`src/rtl/fsm_step_driver.sv`:
```
// Sequencer and self-checker for the 9-state step FSM: fires one advance strobe per
// state after a programmable dwell, then confirms that the FSM actually moved.
module fsm_step_driver #(
    parameter int DW = 4,
    parameter int LW = 8
) (
    input  logic          clock,
    input  logic          reset,
    input  logic          en,
    input  logic [3:0]    y,
    input  logic          run,
    input  logic [DW-1:0] dwell,
    output logic          i0,
    output logic          i1,
    output logic          i2,
    output logic          i3,
    output logic          i4,
    output logic          i5,
    output logic          i6,
    output logic          i7,
    output logic          i8,
    output logic          lap_done,
    output logic [LW-1:0] lap_count,
    output logic          busy,
    output logic          err
);

    typedef enum logic [1:0] {S_IDLE, S_WAIT, S_FIRE, S_CHECK} state_t;

    state_t        state;
    logic [3:0]    exp;
    logic [DW-1:0] cnt;
    logic [8:0]    strb;
    logic [3:0]    nxt;
    logic          out_of_range;

    function automatic logic [3:0] succ(input logic [3:0] s);
        return (s == 4'd8) ? 4'd0 : s + 4'd1;
    endfunction

    function automatic logic [8:0] strobe_for(input logic [3:0] s);
        return 9'd1 << s;
    endfunction

    assign nxt          = succ(exp);
    assign out_of_range = (y > 4'd8);

    always_ff @(posedge clock) begin
        if (reset) begin
            state     <= S_IDLE;
            exp       <= 4'd0;
            cnt       <= '0;
            strb      <= '0;
            lap_done  <= 1'b0;
            lap_count <= '0;
            busy      <= 1'b0;
            err       <= 1'b0;
        end else begin
            lap_done <= 1'b0;
            case (state)
                S_IDLE: begin
                    strb <= '0;
                    busy <= 1'b0;
                    if (run && y == 4'd0 && !err) begin
                        exp   <= 4'd0;
                        cnt   <= dwell;
                        state <= S_WAIT;
                        busy  <= 1'b1;
                    end
                end
                S_WAIT: begin
                    // exp never exceeds 8, so this also catches an out-of-range y
                    if (y != exp) begin
                        err   <= 1'b1;
                        state <= S_IDLE;
                        busy  <= 1'b0;
                        strb  <= '0;
                    end else if (en) begin
                        if (cnt == '0) begin
                            state <= S_FIRE;
                            strb  <= strobe_for(exp);
                        end else begin
                            cnt <= cnt - 1'b1;
                        end
                    end
                end
                S_FIRE: begin
                    // y still shows exp here; the FSM moves on the edge that leaves FIRE
                    if (out_of_range) begin
                        err   <= 1'b1;
                        state <= S_IDLE;
                        busy  <= 1'b0;
                        strb  <= '0;
                    end else if (en) begin
                        state <= S_CHECK;
                        strb  <= '0;
                    end
                end
                S_CHECK: begin
                    if (y != nxt) begin
                        err   <= 1'b1;
                        state <= S_IDLE;
                        busy  <= 1'b0;
                        strb  <= '0;
                    end else begin
                        exp <= nxt;
                        if (nxt == 4'd0) begin
                            lap_done  <= 1'b1;
                            lap_count <= lap_count + 1'b1;
                        end
                        // run is only honoured at the lap boundary
                        if (nxt == 4'd0 && !run) begin
                            state <= S_IDLE;
                            busy  <= 1'b0;
                        end else begin
                            cnt   <= dwell;
                            state <= S_WAIT;
                        end
                    end
                end
                default: begin
                    state <= S_IDLE;
                    busy  <= 1'b0;
                    strb  <= '0;
                end
            endcase
        end
    end

    assign i0 = strb[0];
    assign i1 = strb[1];
    assign i2 = strb[2];
    assign i3 = strb[3];
    assign i4 = strb[4];
    assign i5 = strb[5];
    assign i6 = strb[6];
    assign i7 = strb[7];
    assign i8 = strb[8];

endmodule
```
`config.mk`:
```
export PLATFORM = sky130hd
export DESIGN_NAME = fsm_step_driver
export DESIGN_NICKNAME = d
export VERILOG_FILES = /design/src/rtl/fsm_step_driver.sv
export SDC_FILE = /design/constraint.sdc
export NUM_CORES = 1
export LEC_CHECK = 0
export BUFFER_PORTS_ARGS = -buffer_cell sky130_fd_sc_hd__buf_4
export CAP_MARGIN = 25
export CORE_MARGIN = 2
export CORE_UTILIZATION = 35
export DETAILED_ROUTE_END_ITERATION = 8
export GPL_TIMING_DRIVEN = 0
export PLACE_DENSITY = 0.63
export RECOVER_POWER = 50
export SYNTH_ARGS = -nofsm -noshare
export SYNTH_HDL_FRONTEND = slang
export SYNTH_SLANG_ARGS = --single-unit
export TNS_END_PERCENT = 20
```
`constraint.sdc`:
```
create_clock -name clock -period 3.4 [get_ports clock]
set_clock_uncertainty 0.15 [all_clocks]
set_input_delay 0.34 -clock clock [delete_from_list [all_inputs] [get_ports clock]]
set_output_delay 0.34 -clock clock [all_outputs]
set_load 0.1 [all_outputs]
```
# After elaboration in Yosys (flattened, before gate mapping)
# Index checks and enable logic that the tools add are counted.
# op_classes
add_sub_neg	3
order_cmp	1
n_eq_ne	19
shift	1
mux	38
bitwise_logic	2
reduce_logical	20
# op_table
cell	count
9-bit two-way mux	6
4-bit two-way mux	9
9-bit case mux with 4 select lines	1
2-bit != test (second input constant)	9
4-bit logical NOT	3
2-bit two-way mux	6
3-bit != test (second input constant)	4
4-bit case mux with 3 select lines	1
4-bit AND reduction	3
1-bit two-way mux	11
3-bit AND reduction	3
1-bit by 4-bit left shift with 9-bit output (first input constant)	1
8-bit by 1-bit adder with 8-bit output (second input constant)	1
4-bit != test	2
2-bit case mux with 4 select lines	1
4-bit case mux with 2 select lines	1
7-bit AND reduction	1
3-bit nonzero test	2
4-bit by 1-bit adder with 4-bit output (second input constant)	1
2-bit equality test (second input constant)	2
4-bit equality test (second input constant)	1
4-bit > comparator (second input constant)	1
1-bit case mux with 4 select lines	1
4-bit by 1-bit subtractor with 4-bit output (second input constant)	1
other kinds (8)	12
# word_totals
regBits	30
input_bits	12
word_cells	92

# Depth between registers and ports, before layout
# Gate-level depths: netlist (run 1).
# logic_depth
depth_word	7
ltp_mapped	11
ltp_nobuf	8

# Least setup slack after synthesis (run 1)
# OpenSTA, ideal clock, no wires.
# synth_timing
kind	reg2reg
start	reg exp[0]
end	reg lap_count[5]
arrival_time_ns	2.743
t_required_ns	3.180
path_slack_ns	0.437
path_stages_with_launch	11
n_path_buf	2
synth_period_minus_slack_ns	2.963
cell_sequence	dfxtp_1 > buf_2 > inv_1 > ha_1 > xor2_1 > a221o_1 > or3_1 > buf_6 > or3_4 > or4_1 > a21oi_1
# synth_via
elab_chain_len	5
word_cells_on_any_way	7
# synth_lines
element	line	text
from (decl)	31	logic [3:0] exp;
from (signal assigned)	106	exp <= nxt;
4-bit by 1-bit adder with 4-bit output / 4-bit equality test (equally long branches)	38	return (s == 4'd8) ? 4'd0 : s + 4'd1;
4-bit two-way mux *	38	
4-bit != test	100	if (y != nxt) begin
1-bit inverter (no line)	--	
3-bit AND reduction (no line) *	--	
to (signal assigned)	109	lap_count <= lap_count + 1'b1;
to (decl)	23	output logic [LW-1:0] lap_count,
# Every way passes the cells marked *; elsewhere a longest branch is shown, timed or not.
# A chain may end at the register's enable or synchronous reset.

# Final worst setup path (run 1)
# Ends and elaborated chain as after synthesis.

==> results of run 1 <==
critical path: cells and delay by family, from the launching register on:
kind	cells	cell delay (ns)
compound gates	2	0.42
xor+xnor	1	0.15
fa+ha+maj	1	0.34
buf+inv	3	0.45
flops	1	0.36
simple gates	3	1.21
cell usage after synthesis, types with 2 or more instances:
cell type   n
nor3_1      6
buf_2       2
inv_1      11
nand3b_1    8
xor2_1      4
or3_1       4
buf_6       2
nand3_1    14
nor4_1      2
nor2_1     26
and3_1      2
o21ai_0    15
xnor2_1     4
mux2i_1     8
a21oi_1    14
nor4b_1     3
nand2_1    13
o31ai_1     3
nand2b_1    5
dfxtp_1    30
ha_1        8
clkbuf_1    7
or4_1       4
o21ai_1     2
worst min-delay path by stage:
stage	endpoint	slack, ns
5_1_grt	cnt[0]$_SDFFE_PP0P_	0.17
2_1_floorplan	cnt[2]$_SDFFE_PP0P_	0.30
3_3_place_gp	strb[8]$_SDFFE_PP0P_	0.29
6_report	cnt[0]$_SDFFE_PP0P_	0.17
3_5_place_dp	strb[8]$_SDFFE_PP0P_	0.32
4_1_cts	cnt[0]$_SDFFE_PP0P_	0.17
cell families (layout without fill, tap and decap cells):
| group | after synthesis | after routing | share of synthesized area |
|---|---|---|---|
| adders and majority gates | 8 | 8 | 0.05690 |
| muxes | 8 | 8 | 0.04552 |
| buffers and inverters | 22 | 60 | 0.05690 |
| AOI/OAI and AO/OA | 47 | 47 | 0.1686 |
| and+or+nand+nor | 94 | 94 | 0.2909 |
| DFF | 30 | 30 | 0.3414 |
| xor gates and xnor gates | 8 | 8 | 0.03983 |
what timing repair did:
action	CTS	global route
resized for setup	0	1
endpoints found under the setup margin	0	1
hold buffers	0	0
where the power goes:
group          internal (uW)  switching (uW)
registers                359            5.16
clock network            137             129
logic                   41.0            84.0
registers in the layout, summed over array words and instances, names as in the netlist:
signal     count
state          2
err            1
lap_done       1
busy           1
exp            4
lap_count      8
cnt            4
strb           9
cell type report:
| class | count | area, um^2 |
|---|---|---|
| timing repair buffer | 31 | 157.7 |
| inverter | 11 | 41.29 |
| tap | 67 | 83.83 |
| buffer | 11 | 58.81 |
| fill | 539 | 2700 |
| sequential | 30 | 600.6 |
| multi-input combinational | 165 | 1065 |
| clock inverter | 2 | 10.01 |
| clock buffer | 5 | 68.82 |
layer usage:
metal | part of all wire | wire length, um | GRT usage
met1 | 0.49 | 1973 | 0.2093
met2 | 0.45 | 1820 | 0.2524
met3 | 0.054 | 219 | 0.04016
met4 | 0.011 | 43 | 0.05754
met5 | 0 | 0 | 0
cells in the final DEF (no fill, tap or decap), types with 2 or more instances in the layout:
cell type | netlist | routed
mux2i_1 | 8 | 8
buf_4 | 0 | 11
or4_1 | 4 | 4
inv_1 | 11 | 11
nor4_1 | 2 | 2
ha_1 | 8 | 8
clkinv_2 | 0 | 2
nor4b_1 | 3 | 3
xnor2_1 | 4 | 4
nand2_1 | 13 | 13
o21ai_0 | 15 | 16
nor2_1 | 26 | 26
buf_6 | 2 | 2
nand3_1 | 14 | 14
dfxtp_1 | 30 | 30
and3_1 | 2 | 2
o31ai_1 | 3 | 3
xor2_1 | 4 | 4
nand3b_1 | 8 | 8
nor3_1 | 6 | 6
clkbuf_1 | 7 | 27
a21oi_1 | 14 | 14
clkbuf_8 | 0 | 5
nand2b_1 | 5 | 5
or3_1 | 4 | 4
buf_2 | 2 | 2
stage by stage:
step	std cells	hold WS (ns)
4_1_cts	322	0.1698
6_report	322	0.1747
5_1_grt	322	0.1743
3_5_place_dp	315	0.3219
3_3_place_gp	315	0.2912
2_1_floorplan	217	0.3012
==> impl_metrics.py, run 1 <==
metrics = {
    "route": {
        "antenna_left": 0,
        "vias": 1610,
        "wirelength_mm": 4.056,
        "drt_iter0_drc": 86,
        "remaining_drc_errors": 0,
        "wl_per_cell_um": 12.60,
        "viasPerCell": 5.000,
        "firstDrtPassIters": 4,
    },
    "logic_synthesis": {
        "syn_area_um2": 1759,
        "synthArstFlopShare": 0,
        "synth-seq-cells": 30,
        "synthCells": 217,
        "ys_warn_count": 0,
        "synth_ff_type": "dfxtp_1",
        "synth_cell_type_count": 44,
        "post-synth-top-area-cell": "dfxtp_1",
        "synthTopCellsByArea": "dfxtp_1, ha_1, nor2_1",
        "synth_nets": 237,
        "synth_top_area_share": 0.3414,
        "synth-edff-count": 0,
        "syn_area_per_cell_um2": 8.107,
        "yosysSeqAreaShare": 0.3414,
    },
    "worst_setup_path": {
        "critPathArrivalTime_ns": 3.22,
        "cp_slowest_cell": "or4_1",
        "r2r_end": "lap_count[5]$_SDFFE_PP0P_",
        "cp_cell_sequence": "buf_2 -> inv_1 -> ha_1 -> xor2_1 -> a221o_1 -> or3_1 -> buf_6 -> or3_4 -> or4_1 -> a21oi_1",
        "r2r_cells": 10,
        "critPathMaxStageDelay_ns": 0.50,
        "reg2reg_slack_ns": 0.24,
        "crit_start": "exp[0]$_SDFFE_PP0P_",
        "setup.worst_path.start_class": "flip-flop",
        "regToRegStartpoint": "exp[0]$_SDFFE_PP0P_",
        "cp-endpoint": "lap_count[5]$_SDFFE_PP0P_",
        "worst-setup-path-type": "reg2reg",
        "worstPathRequired_ns": 3.46,
        "critPathCaptureType": "flip-flop",
        "crit_path_max_fanout": 9,
    },
    "sta": {
        "maxSlewHeadroom": 0.2223,
        "worstMarginPinSlew_ns": 1.172,
        "finalSetupViolCount": 0,
        "hold_viol_final": 0,
        "maxSlewViolCount": 0,
        "finalSetupTns_ns": 0,
        "rsz0062_at_grt": "false",
        "fmax_mhz": 316.0,
        "finalCritPeriodShare": 0.9308,
        "fin_crit_ns": 3.165,
        "worst_slack_ns": 0.2354,
    },
    "cts": {
        "postCtsSetupBuffers": 0,
        "clockBufferDepth": 2,
        "htreeDepth": 2,
        "clkLatencyLatePin_ns": 0.28,
        "cts_buffers": 5,
        "cts_tree": "done",
        "cts_root_buf": "clkbuf_8",
        "clk_pin_slew_ns": 0.06,
        "clock-sinks": 30,
    },
    "floorplan": {
        "die_area_um2": 5609,
        "core-area_um2": 4786,
        "placementRows": 25,
        "dieWidth_um": 74.90,
        "dieHeight_um": 74.90,
        "start_util": 0.3676,
        "io_pins": 32,
    },
    "grt": {
        "grt_pass1_vias": 1510,
        "overflow": 0,
        "grt_max_degree": 11,
        "grt_pass1_wl_mm": 6.775,
        "antenna_found_initial": 0,
        "grt_usage": 0.1589,
    },
    "place": {
        "dp_hpwl_mm": 3.026,
        "pre_cts_ws_ns": 0.2240,
        "portBuffers": 31,
        "place_area_um2": 2076,
        "gp_congestion": 0.8357,
    },
    "final_layout": {
        "nNetsFinal": 275,
        "area_growth_pct": 18.56,
        "layout-drive-gt1-share": 0.1137,
        "antenna_cells": 0,
        "post-route-util": 0.4358,
        "final_cell_area_um2": 2086,
    },
    "pwr": {
        "max-vdd-ir-drop_uv": 207.6,
        "cellPowerDensity_nw_per_um2": 362.1,
        "total_power_uw": 755.3,
        "p_leak_uw": 0.0007245,
    },
    "min_path": {
        "hold_class": "in2reg",
        "hp-start": "dwell[0]",
        "whs_path_depth": 3,
    },
    "status": {
        "status": "finished clean",
    },
    "run": {
        "drv_cap": 0,
    },
}
No activity file was read; power rests on OpenSTA's default activity.
==> inputs of run 2 (changes only) <==
ABC_AREA = 1   (was not set)
clock period = 3.65 ns   (was 3.4 ns; I/O delays follow)
==> run 2 against run 1 <==
Total power increased by 4.1%. First-iteration DRC count down 35%. Via count grew 15%. Core utilization is 0.24 points lower. Worst hold slack improved by 0.069 ns. Sequential share of layout area is 2.2 points lower. Wire length increased by 5.4%. Clock-buffer cell count up 3. Global-route usage decreased by 0.94 points. Clock power rose by 16%. Setup slack better by 0.88 ns. Largest power group unchanged.
==> impl_metrics.py, run 2 <==
metrics = {
    "status": {
        "status": "finished clean",
    },
    "logic_synthesis": {
        "synth_common_cells": "nand2_1, nor2_1, nand3_1, dfxtp_1, inv_1",
        "synthTopCellsByArea": "dfxtp_1, nand2_1, nand3_1",
        "post-synth-top-area-cell": "dfxtp_1",
        "yosysSeqAreaShare": 0.3127,
        "syn_area_um2": 1921,
        "ys_warn_count": 0,
        "synth_cell_type_count": 30,
        "synthArstFlopShare": 0,
        "synth-edff-count": 0,
        "synth_top_area_share": 0.3127,
        "synth_ff_type": "dfxtp_1",
        "synth_most_common_cell": "nand2_1",
        "syn_area_per_cell_um2": 6.835,
        "synthCells": 281,
        "synth-seq-cells": 30,
        "synth_nets": 301,
    },
    "final_layout": {
        "largest_reg_flops": 9,
        "reg_top3": "strb (9), lap_count (8)",
        "mostFrequentLayoutCell": "nand2_1",
        "antenna_cells": 0,
        "nNetsFinal": 339,
        "final_cell_mix": "nand2_1, nor2_1, nand3_1, inv_1, dfxtp_1",
        "layout-drive-gt1-share": 0.1344,
        "area_growth_pct": 17.46,
        "max_flop_register": "strb",
    },
    "route": {
        "wirelength_mm": 4.276,
        "vias": 1856,
        "viasPerCell": 4.759,
        "remaining_drc_errors": 0,
        "drt_iter0_drc": 56,
        "firstDrtPassIters": 4,
        "wl_per_cell_um": 10.96,
        "antenna_left": 0,
    },
    "cts": {
        "clk_pin_slew_ns": 0.06,
        "clkLatencyLatePin_ns": 0.27,
        "clockBufferDepth": 2,
        "clock-sinks": 30,
        "cts_resized": 0,
        "hold_buffers": 0,
        "cts_buffers": 5,
        "cts_tree": "done",
        "htreeDepth": 2,
        "postCtsSetupBuffers": 0,
        "cts_root_buf": "clkbuf_8",
    },
    "worst_setup_path": {
        "crit_path_max_fanout": 10,
        "worst-setup-path-type": "reg2reg",
        "setup.worst_path.start_class": "flip-flop",
        "critPathArrivalTime_ns": 2.56,
        "critPathCaptureType": "flip-flop",
        "worstPathRequired_ns": 3.67,
    },
    "sta": {
        "maxSlewViolCount": 0,
        "rsz0062_at_grt": "false",
        "maxSlewHeadroom": 0.2225,
        "finalSetupTns_ns": 0,
        "hold_viol_final": 0,
        "finalSetupViolCount": 0,
        "fmax_mhz": 394.0,
        "worstMarginPinSlew_ns": 1.171,
        "worst_slack_ns": 1.112,
        "fin_crit_ns": 2.538,
        "hold_slack_ns": 0.2440,
        "finalCritPeriodShare": 0.6954,
    },
    "grt": {
        "grt_max_degree": 11,
        "grt_pass1_vias": 1724,
        "grt_pass1_wl_mm": 7.479,
        "grt_usage": 0.1495,
        "antenna_found_initial": 0,
        "overflow": 0,
    },
    "pwr": {
        "cellPowerDensity_nw_per_um2": 348.5,
        "p_leak_uw": 0.001070,
        "total_power_uw": 786.2,
        "max-vdd-ir-drop_uv": 160.1,
    },
    "place": {
        "gp_congestion": 0.8768,
        "portBuffers": 31,
        "pre_cts_ws_ns": 1.302,
        "dp_hpwl_mm": 3.309,
    },
    "floorplan": {
        "dieWidth_um": 78.08,
        "placementRows": 26,
        "die_area_um2": 6096,
        "io_pins": 32,
        "dieHeight_um": 78.08,
        "start_util": 0.3690,
        "core-area_um2": 5205,
    },
    "run": {
        "drv_cap": 0,
    },
    "min_path": {
        "hold_class": "in2reg",
    },
}
run 2: cell types whose count changed in the layout (fill, tap and decap cells not counted), sizes merged, moves of 8 or more:
cell | before | now
nand3b | 9 | 1
nand4 | 1 | 12
inv | 11 | 35
nand2 | 13 | 58
o21ai | 17 | 9
nor2 | 26 | 47
nand3 | 14 | 40
run 2: per-stage QoR:
step / instance area (um^2) / instances / utilization
after floorplan: 1921 / 281 / -
after global placement: 2241 / 382 / 0.4305
after detailed placement: 2241 / 382 / 0.4305
after CTS: 2351 / 390 / 0.4517
after global routing: 2256 / 390 / 0.4334
final: 2256 / 390 / 0.4334
run 2: logic make-up (layout without fill, tap and decap cells):
| group | Yosys count | after routing | share of synthesized area |
|---|---|---|---|
| DFF | 30 | 30 | 0.3127 |
| buffers and inverters | 42 | 81 | 0.09511 |
| and+or+nand+nor | 160 | 160 | 0.3987 |
| AOI/OAI and AO/OA | 27 | 27 | 0.07622 |
| muxes | 2 | 2 | 0.01042 |
| adders and majority gates | 8 | 8 | 0.05212 |
| xor gates and xnor gates | 12 | 12 | 0.05472 |
run 2: layout make-up:
cell class	count	area (um^2)
buffer	7	46.29
fill	585	2949
sequential	30	600.6
tap	70	87.58
clock buffer	8	110.1
inverter	35	136.4
timing repair buffer	31	157.7
multi-input combinational	209	1117
run 2: report_power, final:
part	internal, uW	total [uW]	switching, uW
registers	338	345	7.58
logic	45.3	132	86.7
clock network	190	309	119
run 2: path summary, 6_finish.rpt:
kind / cells past startpoint / from / endpoint / slack [ns]
min: 3 / en / state[1]$_SDFFE_PP0P_ / 0.24
max reg2reg: 11 / exp[0]$_SDFFE_PP0P_ / exp[0]$_SDFFE_PP0P_ / 1.11
max: 11 / exp[0]$_SDFFE_PP0P_ / exp[0]$_SDFFE_PP0P_ / 1.11
min reg2reg: 2 / strb[3]$_SDFFE_PP0P_ / strb[3]$_SDFFE_PP0P_ / 0.33
run 2: per-layer routing:
layer	track usage	vias to the layer above	wire, um
met5	0	-	0
met4	0.04211	0	29
met3	0.04138	4	242
met2	0.2526	40	1978
met1	0.1866	825	2026
li1	-	987	-
run 2: critical path, cell delays in order (launching register included):
cell and delay (ns):
dfxtp_1 0.51, inv_1 0.17, ha_1 0.37, xnor2_1 0.19, nand3_2 0.09, nor2_1 0.33, nand3_4 0.14, buf_6 0.18
nand2_4 0.08, inv_2 0.05, a21oi_1 0.12, nor2_1 0.05
